<file path="config.mk">
export PLATFORM = sky130hd
export DESIGN_NAME = insn_fetch
export DESIGN_NICKNAME = d
export VERILOG_FILES = /design/src/rtl/insn_fetch.sv
export SDC_FILE = /design/constraint.sdc
export NUM_CORES = 1
export LEC_CHECK = 0
export CORE_ASPECT_RATIO = 0.75
export CORE_MARGIN = 10
export CORE_UTILIZATION = 51
export DETAILED_ROUTE_END_ITERATION = 10
export PLACE_DENSITY_LB_ADDON = 0.15
export SYNTH_ARGS = -nofsm -noshare
export SYNTH_HDL_FRONTEND = slang
export SYNTH_SLANG_ARGS = --single-unit
</file>
<file path="constraint.sdc">
create_clock -name clk -period 4.1 [get_ports clk]
set_input_delay 0.41 -clock clk [delete_from_list [all_inputs] [get_ports clk]]
set_output_delay 0.41 -clock clk [all_outputs]
set_load 0.005 [all_outputs]
</file>
<file path="src/rtl/insn_fetch.sv">
// Instruction fetch stage: single-outstanding memory reads feed a small prefetch
// FIFO of {addr, data} entries. Taken jumps flush and redirect; illegal words park.
`timescale 1ns/1ps
`ifndef RESETVECTOR
`define RESETVECTOR 32'h0000_0000
`endif

module insn_fetch #(
    parameter int          DEPTH        = 4,
    parameter logic [31:0] RESET_VECTOR = `RESETVECTOR
) (
    input  logic        clk,
    input  logic        reset,
    input  logic        redirect,
    input  logic [31:0] redirect_pc,
    output logic        mem_req,
    output logic [31:0] mem_addr,
    input  logic        mem_ack,
    input  logic [31:0] mem_data,
    output logic        insn_valid,
    output logic [31:0] insn_data,
    output logic [31:0] insn_addr,
    input  logic        insn_ready,
    output logic        stalled
);

    localparam int PTR_W = $clog2(DEPTH);
    localparam int CNT_W = PTR_W + 1;
    localparam logic [CNT_W-1:0] DEPTH_C = CNT_W'(DEPTH);

    typedef enum logic [1:0] {S_IDLE, S_REQ, S_DROP, S_PARK} state_t;

    state_t           state, state_next;
    logic [31:0]      fetch_pc;
    logic [31:0]      drop_addr;
    logic [31:0]      fifo_data [DEPTH];
    logic [31:0]      fifo_addr [DEPTH];
    logic [PTR_W-1:0] wr_ptr, rd_ptr;
    logic [CNT_W-1:0] count, count_next;
    logic [31:0]      hold_data, hold_addr;
    logic             push, pop, illegal;

    assign illegal    = (mem_data[31:28] == 4'hF);
    assign push       = (state == S_REQ) && mem_ack && !redirect;
    assign pop        = insn_valid && insn_ready && !redirect;
    assign insn_valid = (count != '0);
    assign insn_data  = insn_valid ? fifo_data[rd_ptr] : hold_data;
    assign insn_addr  = insn_valid ? fifo_addr[rd_ptr] : hold_addr;

    // NOTE: every always_comb output gets a default first so no path can infer a latch.
    always_comb begin
        count_next = count;
        if (redirect)
            count_next = '0;
        else if (push && !pop)
            count_next = count + 1'b1;
        else if (pop && !push)
            count_next = count - 1'b1;
    end

    always_comb begin
        state_next = state;
        case (state)
            S_IDLE: if (!redirect && count < DEPTH_C) state_next = S_REQ;
            S_REQ: begin
                if (redirect)
                    state_next = mem_ack ? S_IDLE : S_DROP;
                else if (mem_ack) begin
                    if (illegal)
                        state_next = S_PARK;
                    else
                        state_next = (count_next < DEPTH_C) ? S_REQ : S_IDLE;
                end
            end
            S_DROP: if (mem_ack) state_next = S_IDLE;
            S_PARK: if (redirect) state_next = S_IDLE;
            default: state_next = S_IDLE;
        endcase
    end

    always_comb begin
        mem_req  = 1'b0;
        mem_addr = fetch_pc;
        stalled  = 1'b0;
        case (state)
            S_REQ:  mem_req = 1'b1;
            S_DROP: begin
                mem_req  = 1'b1;
                mem_addr = drop_addr;
            end
            S_PARK: stalled = 1'b1;
            default: ;
        endcase
    end

    // NOTE: sequential state uses non-blocking assignments so every register samples pre-edge values.
    always_ff @(posedge clk or posedge reset) begin
        if (reset) begin
            state     <= S_IDLE;
            fetch_pc  <= RESET_VECTOR;
            drop_addr <= RESET_VECTOR;
            wr_ptr    <= '0;
            rd_ptr    <= '0;
            count     <= '0;
            hold_data <= '0;
            hold_addr <= '0;
        end else begin
            state <= state_next;
            count <= count_next;
            if (redirect) begin
                fetch_pc <= redirect_pc;
                rd_ptr   <= wr_ptr;
                // The in-flight request keeps its address until the stale ack returns.
                if (state == S_REQ && !mem_ack)
                    drop_addr <= fetch_pc;
            end else begin
                if (push) begin
                    wr_ptr   <= wr_ptr + 1'b1;
                    fetch_pc <= fetch_pc + 32'd1;
                end
                if (pop)
                    rd_ptr <= rd_ptr + 1'b1;
            end
            if (insn_valid) begin
                hold_data <= fifo_data[rd_ptr];
                hold_addr <= fifo_addr[rd_ptr];
            end
        end
    end

    // NOTE: FIFO storage is not reset; reads are gated by insn_valid, so stale contents never escape.
    always_ff @(posedge clk) begin
        if (push) begin
            fifo_data[wr_ptr] <= mem_data;
            fifo_addr[wr_ptr] <= fetch_pc;
        end
    end

endmodule

</file>
==> metrics, run 1 <==
Post-route DRC=0; P_int=9.30 mW; Worst Path Max Fanout=22; die width=223 um; Root Driver=clkbuf_16; Core ar.=30300 um2; Switching Fraction=0.301; total setup buffers inserted after CTS=0; Syn. warnings=0; unrepaired setup endpoints after global routing=no; period utilisation layout=0.815; iteration count of the initial detailed-routing pass=5; GRT Util Overall=0.190; Final Power=13.3 mW; Yosys top cell area share=0.488; Final ANT Viol Nets=0; total negative slack=0 ps; max cap viols=0; CTS Buf Count=38; area leader, netlist=edfxtp_1; Lkg Pwr=7.01 nW; number of distinct library cells after synthesis=49; CTS clk-pin slew, worst paths=60 ps; antenna violations before repair=0; Initial Util=0.520; ys async rst share=0.349; vias per cell=5.56; clk sinks=393; Rows=55; Post-synth EDFFs=256; Worst VDD drop=387 uV; Clk pwr share=0.248; worst relative slew slack=0.393; final WL=35600 um; post-layout util=0.631; top cells by area, synth=edfxtp_1 (49%), dfrtp_1 (22%), mux4_2 (9.2%), nand2_1 (5.7%), mux2_2 (3.7%); Logic pwr share=0.343; hold buffers post-CTS=0; H-tree levels=2; DRT iter0 DRCs=654; total grt overflow=0; status=complete, no violations; Slew @ Worst Pin=910 ps; Post-Syn Instances=1028; Crit. End Element=output pin; critical path class=flip-flop to output pin; # IOs=168; pwr dens=696 nW/um2; Max Clk Rate=299 MHz; minimum clock period=3340 ps; count leader, synth=edfxtp_1; Port-buffer cells=167; DP Area=17900 um2; worst-case clock buffer depth=3; net switching power=4.00 mW; Post-layout nets=1279; CTS tree=built; largest net degree at the start of global routing=88; via count=9033; final hold violations=0; Layout area overhead=21.4%; clk_lat worst skew=530 ps; top_reg_cell synth=edfxtp_1; Die H=172 um; critical path required time=3690 ps; routed len/inst=21.9 um; crit path DAT=2930 ps; first-pass GRT wire length=57000 um; antenna cells=0; Avg Inst Size Synth=15.3 um2; Setup violations, final=0; sequential fraction of the synthesis area=0.706; GP Congestion=0.826; Finished Cell Area=19100 um2; detailed placement HPWL=22200 um; worst min-delay path class=input port to async pin; Synth top cells by count=edfxtp_1 (256), nand2_1 (238), dfrtp_1 (137); #FFs+latches synth=393; clk_skew=9.36 ps; vias in the first global route=9505; Sequential Power Share=0.409; Slew Limit Fails=0; die area=38400 um2; area occupied by multi-input gates=4380 um2; # resized after CTS=0; Post-Synthesis Cell Area=15700 um2; share of cells above drive strength 1=0.163; type of origin of the critical path=flip-flop; Synth Net Count=1109; Filler cells=2239; register area=11100 um2
[cell type report]
cell class,instances,share of cell area
flip-flops and latches,393,0.582
multi-input cells,564,0.229
repair buffers,183,0.0981
clock buffers,53,0.0554
well taps,399,0.0261
clock inverters,16,0.00563
inverters,18,0.00380
[per-stage QoR]
step / hold WS [ps] / instances / worst slack [ps]
after CTS: 424 / 1626 / 665
final: 417 / 1626 / 757
after detailed placement: 451 / 1557 / 1240
after global routing: 466 / 1626 / 537
after global placement: 443 / 1557 / 1260
after floorplan: 450 / 1028 / 22.2
[cell usage in the layout, fill, tap and decap left out, types with 7 or more instances in the layout]
| cell type | instances |
|---|---|
| ha_1 | 11 |
| clkinv_2 | 7 |
| buf_4 | 9 |
| nand4_1 | 10 |
| buf_12 | 7 |
| nand3_1 | 17 |
| nand2_1 | 238 |
| o31ai_1 | 11 |
| mux2_2 | 52 |
| inv_1 | 15 |
| or4_1 | 13 |
| clkbuf_16 | 39 |
| edfxtp_1 | 256 |
| dfrtp_1 | 135 |
| nor2_1 | 21 |
| o21ai_0 | 35 |
| clkdlybuf4s50_1 | 166 |
| clkbuf_1 | 11 |
| xnor2_1 | 12 |
| a31oi_1 | 12 |
| mux4_2 | 64 |
[critical path, cell delays in order (launching register included)]
cell and delay (ps):
dfrtp_4 750, buf_4 450, mux4_2 560, nand2_1 80, nand2_1 80, clkdlybuf4s50_1 470
[power groups by stage]
stage,Sequential (mW),Combinational [mW],Clock (mW)
3_5_place_dp,5.53,4.66,0
4_1_cts,5.45,4.68,3.38
6_report,5.44,4.56,3.30
2_1_floorplan,5.31,2.50,0
5_1_grt,5.53,5.04,3.56
3_3_place_gp,5.50,4.61,0
[path summary, 6_finish.rpt]
check / from / slack (ps) / to / cells after the start
worst min register to register: hold_data[15] / 460 / hold_data[15] / 2
min in group clk: redirect_pc[22] / 450 / fetch_pc[22] / 3
worst min-delay path: reset / 420 / hold_addr[31] / 2
worst max register to register: state[1] / 1510 / fifo_data[1][23] / 5
max in group asynchronous: reset / 2800 / fetch_pc[15] / 3
worst max-delay path: rd_ptr[0] / 760 / insn_data[4] / 5
[registers in the layout, summed over array words and instances (netlist names)]
name       count
drop_addr     32
fetch_pc      32
fifo_addr    128
rd_ptr         2
state          2
count          3
hold_addr     32
wr_ptr         2
fifo_data    128
hold_data     32
[routing by layer]
layer  track usage  vias up  wire (um)
li1              -     4165          -
met1         0.260     4609      15900
met2         0.308      224      17400
met3        0.0398       35       1850
met4        0.0416        0        481
met5             0        -          0
[logic make-up (layout without fill, tap and decap cells)]
logic type	count (synthesis)	in the layout	share of synthesized area
fa+ha+maj	12	12	0.00954
buf+inv	71	270	0.0178
simple gates	338	338	0.0948
xor+xnor	17	17	0.00946
compound gates	76	76	0.0301
flops	393	393	0.706
mux	121	121	0.132
No activity file was read; power rests on OpenSTA's default activity.
==> run 2: changes to the inputs <==
==> constraint.sdc (replaced) <==
create_clock -name clk -period 3.01 [get_ports clk]
set_input_delay 0.301 -clock clk [delete_from_list [all_inputs] [get_ports clk]]
set_output_delay 0.301 -clock clk [all_outputs]
set_load 0.005 [all_outputs]
==> run 2 against run 1 <==
Against the previous run:
- critical path depth unchanged
- final area up 1.7%
- hold slack worse by 250 ps
- global-route usage down 0.41 points
- first-iteration DRC count down 9.8%
- cell count up 1.7%
- via count up 2.3%
- sequential share of layout area down 0.96 points
- clock power up 42%
- largest cell class unchanged
==> metrics, run 2 (synthesis results as in run 1) <==
GRT Util Overall=0.186; register area=11100 um2; Core ar.=30300 um2; Layout area overhead=23.5%; vias in the first global route=9558; Rows=55; RR Endpoint=fetch_pc[24]; cell count of the worst hold path=2; commonest cells after routing, fill and taps aside=edfxtp_1 (256), nand2_1 (238), clkdlybuf4s50_1 (166); GP Congestion=0.782; clk_skew=14.5 ps; pre-CTS WS=592 ps; Post-layout nets=1304; Lkg Pwr=7.18 nW; Initial Util=0.520; worst relative slew slack=0.618; Port-buffer cells=167; clk_lat worst skew=520 ps; period utilisation layout=0.957; Worst Path Max Fanout=22; largest net degree at the start of global routing=72; hold buffers post-CTS=0; first-pass GRT wire length=55800 um; FF-to-FF Start=fetch_pc[5]; DRT iter0 DRCs=590; Finished Cell Area=19400 um2; Post-route DRC=0; crit path DAT=2580 ps; critical path class=flip-flop to output pin; Die H=172 um; CTS clk-pin slew, worst paths=70 ps; final hold violations=0; Filler cells=2254; critical path required time=2710 ps; H-tree levels=2; CTS Buf Count=39; die width=223 um; Slew Limit Fails=0; routed len/inst=21.7 um; Reg2Reg Setup Slack=560 ps; total negative slack=0 ps; final WL=35800 um; Worst R2R Path Depth=4; # IOs=168; Endpoint, Worst Hold=count[0]; Slew @ Worst Pin=573 ps; Worst VDD drop=539 uV; type of origin of the critical path=flip-flop; total grt overflow=0; hold_sp=redirect; DP Area=18200 um2; Setup violations, final=0; share of cells above drive strength 1=0.178; area occupied by multi-input gates=4380 um2; detailed placement HPWL=23300 um; vias per cell=5.59; die area=38400 um2; max cap viols=0; Max Clk Rate=347 MHz; post-layout util=0.642; most common cell after layout, fill and taps aside=edfxtp_1; clk sinks=393; antenna violations before repair=0; via count=9244; CTS tree=built; Crit. End Element=output pin; Final ANT Viol Nets=0; Root Driver=clkbuf_16; pwr dens=954 nW/um2; antenna cells=0; iteration count of the initial detailed-routing pass=5; worst-case clock buffer depth=3; worst min-delay path class=input port to flip-flop; Final WS setup=130 ps; largest registers=fifo_addr: 128 flops, fifo_data: 128 flops; status=complete, no violations; minimum clock period=2880 ps; unrepaired setup endpoints after global routing=no
==> run 2: through the flow <==
stage	power, mW	cells	hold slack (ps)
6_report	18.5	1653	170
5_1_grt	19.6	1653	182
4_1_cts	18.8	1649	152
3_5_place_dp	14.1	1577	451
3_3_place_gp	13.9	1577	446
2_1_floorplan	10.6	1028	400
==> run 2: worst max-delay path by stage <==
stage / start / end / slack [ps] / cells past startpoint
2_1_floorplan: state[1] / fifo_addr[0][0] / 400 / 6
3_3_place_gp: rd_ptr[0] / insn_addr[9] / 630 / 5
3_5_place_dp: mem_ack / fifo_data[1][27] / 590 / 4
4_1_cts: rd_ptr[0] / insn_addr[9] / 50 / 5
5_1_grt: count[1] / insn_data[21] / 10 / 7
6_report: rd_ptr[1] / insn_addr[28] / 130 / 5
==> run 2: routing by layer <==
layer | GRT usage | routed length [um] | up-vias
li1 | - | - | 4220
met1 | 0.255 | 15800 | 4706
met2 | 0.303 | 17200 | 267
met3 | 0.0326 | 2040 | 51
met4 | 0.0489 | 709 | 0
met5 | 0 | 0 | -
==> run 2: where the power goes <==
part	internal, mW	switching [mW]	total [mW]
combinational	3.47	3.06	6.53
clock	2.71	1.96	4.67
sequential	6.83	0.503	7.34
==> run 2: repair_timing <==
item / in CTS / in global routing
resized for setup: 0 / 1
setup endpoints to repair: 0 / 5
buffers inserted: 0 / 4
==> run 2: cell type report <==
cell class / count / share of cell area
inverter: 18 / 0.00367
multi-input combinational: 564 / 0.225
sequential: 393 / 0.572
clock buffer: 58 / 0.0565
tap: 399 / 0.0257
timing repair buffer: 207 / 0.110
clock inverter: 14 / 0.00663
==> run 2: worst max-delay path: stages, from the launching register on <==
cell,delay (ps)
dfrtp_4,680
buf_4,370
mux4_2,370
nand2_1,90
nand2_1,80
clkdlybuf4s50_1,450
==> run 3: changes to the inputs <==
--- a/config.mk
+++ b/config.mk
@@ -13,3 +13,4 @@
 export SYNTH_ARGS = -nofsm -noshare
 export SYNTH_HDL_FRONTEND = slang
 export SYNTH_SLANG_ARGS = --single-unit
+export TNS_END_PERCENT = 100
==> results of run 3 <==
No change in the layout: final DEF, timing and power equal those of run 2.
